[src/rtl/child_sched_pkg.sv]
// Shared types and helpers for hierarchy-node child schedulers.
// rr_pick is sized for the widest supported node and narrowed by the caller.
package child_sched_pkg;

  localparam int MAX_REQ     = 8;
  localparam int MAX_IDX_W   = 3;
  localparam int DEF_NUM_REQ = 5;
  localparam int DEF_TIMEOUT = 16;

  typedef enum logic {
    IDLE = 1'b0,
    BUSY = 1'b1
  } sched_state_e;

  typedef struct packed {
    logic                 found;
    logic [MAX_IDX_W-1:0] idx;
  } rr_pick_t;

  // First set request strictly after last_idx, wrapping modulo n.
  // With a single requester equal to last_idx it is picked again on the n-th step.
  function automatic rr_pick_t rr_pick(input logic [MAX_REQ-1:0]   req,
                                       input logic [MAX_IDX_W-1:0] last_idx,
                                       input int                   n);
    rr_pick_t r;
    int       k;
    r = '0;
    k = 0;
    for (int i = 1; i <= MAX_REQ; i++) begin
      if (i <= n && !r.found) begin
        k = (int'(last_idx) + i) % n;
        if (req[k[MAX_IDX_W-1:0]]) begin
          r.found = 1'b1;
          r.idx   = k[MAX_IDX_W-1:0];
        end
      end
    end
    return r;
  endfunction

endpackage

[src/rtl/rr_pick_comb.sv]
// Combinational rotating-priority search; reusable for any node width 2..8.
module rr_pick_comb
  import child_sched_pkg::*;
#(
  parameter int NUM_REQ = DEF_NUM_REQ,
  parameter int IDX_W   = $clog2(NUM_REQ)
) (
  input  logic [NUM_REQ-1:0] req_i,
  input  logic [IDX_W-1:0]   last_idx_i,
  output logic               found_o,
  output logic [IDX_W-1:0]   idx_o
);

  rr_pick_t pick;

  always_comb begin
    pick    = rr_pick(MAX_REQ'(req_i), MAX_IDX_W'(last_idx_i), NUM_REQ);
    found_o = pick.found;
    idx_o   = pick.idx[IDX_W-1:0];
  end

endmodule

[src/rtl/child_rr_scheduler.sv]
// Round-robin owner of one shared resource slot among the children of a node.
// A grant lasts until the owner's done pulse or the watchdog limit, whichever first.
module child_rr_scheduler
  import child_sched_pkg::*;
#(
  parameter int NUM_REQ = DEF_NUM_REQ,
  parameter int TIMEOUT = DEF_TIMEOUT,
  parameter int IDX_W   = $clog2(NUM_REQ),
  parameter int CNT_W   = 8
) (
  input  logic               clk,
  input  logic               rst_n,
  input  logic [NUM_REQ-1:0] req_i,
  input  logic [NUM_REQ-1:0] done_i,
  output logic [NUM_REQ-1:0] gnt_o,
  output logic [IDX_W-1:0]   gnt_idx_o,
  output logic               busy_o,
  output logic               timeout_pulse_o,
  output logic [CNT_W-1:0]   grant_count_o
);

  localparam logic [CNT_W-1:0]   WDOG_LAST = CNT_W'(TIMEOUT - 1);
  localparam logic [IDX_W-1:0]   LAST_RST  = IDX_W'(NUM_REQ - 1);
  localparam logic [NUM_REQ-1:0] ONE       = NUM_REQ'(1);

  sched_state_e         state_q, state_d;
  logic [NUM_REQ-1:0]   gnt_q, gnt_d;
  logic [IDX_W-1:0]     idx_q, idx_d;
  logic [IDX_W-1:0]     last_q, last_d;
  logic [CNT_W-1:0]     wdog_q, wdog_d;
  logic [CNT_W-1:0]     cnt_q, cnt_d;
  logic                 tmo_q, tmo_d;

  logic                 pick_found;
  logic [IDX_W-1:0]     pick_idx;
  logic                 owner_done;

  rr_pick_comb #(
    .NUM_REQ (NUM_REQ),
    .IDX_W   (IDX_W)
  ) u_pick (
    .req_i      (req_i),
    .last_idx_i (last_q),
    .found_o    (pick_found),
    .idx_o      (pick_idx)
  );

  // gnt_q is zero or one-hot, so masking isolates the owner's done bit.
  assign owner_done = |(done_i & gnt_q);

  always_comb begin
    state_d = state_q;
    gnt_d   = gnt_q;
    idx_d   = idx_q;
    last_d  = last_q;
    wdog_d  = wdog_q;
    cnt_d   = cnt_q;
    tmo_d   = 1'b0;
    case (state_q)
      IDLE: begin
        if (pick_found) begin
          state_d = BUSY;
          gnt_d   = ONE << pick_idx;
          idx_d   = pick_idx;
          last_d  = pick_idx;
          wdog_d  = '0;
          cnt_d   = cnt_q + CNT_W'(1);
        end
      end
      BUSY: begin
        wdog_d = wdog_q + CNT_W'(1);
        if (owner_done) begin
          state_d = IDLE;
          gnt_d   = '0;
        end else if (wdog_q == WDOG_LAST) begin
          state_d = IDLE;
          gnt_d   = '0;
          tmo_d   = 1'b1;
        end
      end
      default: begin
        state_d = IDLE;
        gnt_d   = '0;
      end
    endcase
  end

  always_ff @(posedge clk or negedge rst_n) begin
    if (!rst_n) begin
      state_q <= IDLE;
      gnt_q   <= '0;
      idx_q   <= '0;
      last_q  <= LAST_RST;
      wdog_q  <= '0;
      cnt_q   <= '0;
      tmo_q   <= 1'b0;
    end else begin
      state_q <= state_d;
      gnt_q   <= gnt_d;
      idx_q   <= idx_d;
      last_q  <= last_d;
      wdog_q  <= wdog_d;
      cnt_q   <= cnt_d;
      tmo_q   <= tmo_d;
    end
  end

  assign gnt_o           = gnt_q;
  assign gnt_idx_o       = idx_q;
  assign busy_o          = (state_q == BUSY);
  assign timeout_pulse_o = tmo_q;
  assign grant_count_o   = cnt_q;

endmodule

[config.mk]
export PLATFORM = sky130hd
export DESIGN_NAME = child_rr_scheduler
export DESIGN_NICKNAME = d
export VERILOG_FILES = /design/src/rtl/child_sched_pkg.sv /design/src/rtl/rr_pick_comb.sv /design/src/rtl/child_rr_scheduler.sv
export SDC_FILE = /design/constraint.sdc
export NUM_CORES = 1
export LEC_CHECK = 0
export CAP_MARGIN = 20
export CORE_MARGIN = 2
export CORE_UTILIZATION = 46
export CTS_CLUSTER_SIZE = 24
export DETAILED_ROUTE_END_ITERATION = 8
export HOLD_SLACK_MARGIN = 0.12
export PLACE_DENSITY = 0.66
export SLEW_MARGIN = 25
export SYNTH_ARGS = -nofsm -noshare
export SYNTH_HDL_FRONTEND = slang
export SYNTH_HIERARCHICAL = 1
export SYNTH_SLANG_ARGS = --single-unit
[constraint.sdc]
create_clock -name clk -period 6.8 [get_ports clk]
set_input_delay 1.7 -clock clk [delete_from_list [all_inputs] [get_ports clk]]
set_output_delay 1.7 -clock clk [all_outputs]
set_load 0.03 [all_outputs]
==> metrics.cfg <==
[grt]
grt_pass1_wl_um = 13390
grt_overflow = 0
antenna_found_initial = 0
grt_pass1_vias = 2780
grt_max_degree = 28
track_usage_pct = 21.83

[final_layout]
finalNetCount = 434
syn2layout_area_growth_pct = 11.84
instances_no_fill = 473
postLayoutCoreUtil_pct = 52.19
layout-drive-gt1-share_pct = 8.906
antenna_cells = 0

[setup_path]
crit_path_start_kind = flip-flop
worstPathMaxFanout = 13
critPathBufInv = 2
crit_chain = inv_2 > ha_1 > inv_1 > ha_1 > nor2_1 > a21oi_1 > xnor2_1 > ha_1 > nor2b_1 > o31ai_4 > xnor2_2 > mux2_4 > a21oi_2 > nand4b_2 > nand3b_1 > nand2b_1 > nor3_1 > xor2_1
worst_ep_arrival_time_ns = 5.41
cpMaxStageDelayCell = dfrtp_1
cp.required_ns = 6.96
path_delay_family = simple AND/OR/NAND/NOR gates
crit_path_frequent_cell = ha_1
slowest_delay_ns = 0.63
criticalPathCategory = flip-flop to flip-flop
cp-end-kind = flip-flop

[timing]
worst_pin_slew_ns = 0.8319
finalSetupViolCount = 0
fmax_mhz = 190.5
hold_violations = 0
tns_ns = 0
setup_ws_ns = 1.552
fin_worst_skew_ns = 0.004496
slew_headroom_pct = 43.82
finalCritPeriodShare_pct = 77.18
slew_viol_final = 0
grt_setup_unrepaired = false
finalCriticalPeriod_ns = 5.248

[logic_synthesis]
synth_area_sq_um = 3118
synth_edf_count = 0
synthFlopType = dfrtp_1
synth-seq-cells = 27
synth_nets = 412
synth_top_area_share_pct = 20.87
yosysUniqueCellTypes = 80
ys_seq_area_share_pct = 21.71
synth-async-reset-ratio_pct = 100.0
yosys_warnings = 6
synth_area_per_cell_sq_um = 8.382
netlist_instances = 372
synth.area.top_cells = dfrtp_1 (21%), ha_1 (11%), nand2_1 (5.2%)
yosysTopAreaCell = dfrtp_1

[status]
outcome = finished clean

[route]
drcViolationCount = 0
wire_per_inst_um = 16.54
vias_per_cell = 6.133
first_pass_iters = 4
vias = 2901
wirelength_um = 7824
ant_nets = 0
dr.first_iter.drc_count = 174

[job]
drv_cap = 0

[clocking]
cts_tree = yes
post_cts_buffers = 0
clk_pin_slew_ns = 0.09
hold_buffers = 0
cts.sinks = 27
cts-root-buf = clkbuf_8
cts_buffers = 3
clkLatencyLatePin_ns = 0.27
htreeDepth = 1
cts_resized = 0
clk_path_buf_depth = 2

[floorplan]
pin_count = 30
die_h_um = 86.33
fp-row-count = 30
die_w_um = 86.33
core_sq_um = 6681
die_area_sq_um = 7453
floorplan.initialDensity_pct = 46.67

[placed_design]
numPortBuffers = 29
place_ws_ns = 1.595
dp_hpwl_um = 5896
gp_congestion = 0.9066
dpl.cell_count = 469

[hold_path]
min_path_type = flip-flop to flip-flop

-- synth_stat cells, types with 3 or more instances --
cell       instances
nand2_1           43
ha_1              28
dfrtp_1           26
inv_1             21
nor2_1            19
o21ai_0           15
o21ai_1           14
xnor2_1           14
nand2b_1          13
a21oi_1           12
mux2i_1           12
nand3_1           12
o211ai_1           7
buf_2              6
nand4_1            6
nor3_1             6
or3_1              6
a211oi_1           5
a22oi_1            5
o22ai_1            5
a32oi_1            4
o21a_1             4
o2bb2ai_1          4
or4_1              4
buf_4              3
clkbuf_1           3
nor2b_1            3
o221ai_1           3
xnor2_2            3
xor2_1             3
-- final cells by class --
type / count / area [sq um]
well taps: 80 / 100.1
fillers: 629 / 3194
inverters: 23 / 86.33
repair buffers: 32 / 312.8
multi-input cells: 307 / 2265
flip-flops and latches: 27 / 676.9
clock inverters: 1 / 5.005
clock buffers: 3 / 41.29
-- stage by stage --
stage	hold slack, ns	instance area, sq um
5_1_grt	0.4906	3487
3_3_place_gp	0.4723	3441
6_report	0.4811	3487
4_1_cts	0.4841	3487
2_1_floorplan	0.4438	3118
3_5_place_dp	0.4602	3441
-- layout by cell type (no fill, tap or decap), types with 4 or more instances in the layout --
master	n
nand2_1	43
a21oi_1	12
nor2_1	19
mux2i_1	12
o21ai_1	14
nor3_1	6
or4_1	4
a32oi_1	4
ha_1	28
nand3_1	12
or3_1	6
o211ai_1	7
nand2b_1	13
o21ai_0	15
a22oi_1	5
xnor2_1	14
clkdlybuf4s50_1	29
nand4_1	6
o21a_1	4
inv_1	21
o22ai_1	5
a211oi_1	5
dfrtp_1	26
o2bb2ai_1	4
-- registers in the layout (all words and copies together) (netlist names) --
| register | flops |
|---|---|
| gnt_idx_o | 3 |
| grant_count_o | 8 |
| busy_o | 1 |
| gnt_o | 5 |
| last_q | 1 |
| wdog_q | 8 |
| timeout_pulse_o | 1 |
-- layer usage --
metal	global-route usage, %	wire (um)	vias up
li1	-	-	1422
met1	31.59	3764	1394
met2	34.97	3642	78
met3	2.286	356	7
met4	5.398	61	0
met5	0	0	-
-- final timing paths --
| path | start | to | slack, ns | cells past startpoint |
|---|---|---|---|---|
| setup / recovery | gnt_idx_o[1] | grant_count_o[7] | 1.55 | 18 |
| hold / removal | grant_count_o[7] | grant_count_o[7] | 0.48 | 1 |
| setup reg to reg | gnt_idx_o[1] | grant_count_o[7] | 1.55 | 18 |
| hold reg to reg | grant_count_o[7] | grant_count_o[7] | 0.48 | 1 |
| max in group asynchronous | rst_n | last_q[2] | 4.70 | 2 |
| min in group asynchronous | rst_n | grant_count_o[6] | 1.79 | 2 |
-- worst register-to-register path, cell delays in order, from the launching register on --
cell and delay [ns]:
dfrtp_1 0.63, inv_2 0.19, ha_1 0.52, inv_1 0.23, ha_1 0.24, nor2_1 0.13
a21oi_1 0.10, xnor2_1 0.42, ha_1 0.31, nor2b_1 0.29, o31ai_4 0.11, xnor2_2 0.20
mux2_4 0.33, a21oi_2 0.14, nand4b_2 0.15, nand3b_1 0.36, nand2b_1 0.47, nor3_1 0.14
xor2_1 0.16
-- cell families (layout without fill, tap and decap cells) --
group                    Yosys count  count (layout)  share of synthesized area (%)
AO/OA/AOI/OAI                    113             113                          26.73
flip-flops                        27              27                          21.71
buffers and inverters             38              59                          5.658
multiplexers                      16              16                          5.417
AND/OR/NAND/NOR                  129             129                          22.03
XOR/XNOR                          21              21                          7.224
adder cells (fa/ha/maj)           28              28                          11.24
Power is not shown: default switching activity piles up to over one toggle a cycle in this logic, so the estimate is an artifact.
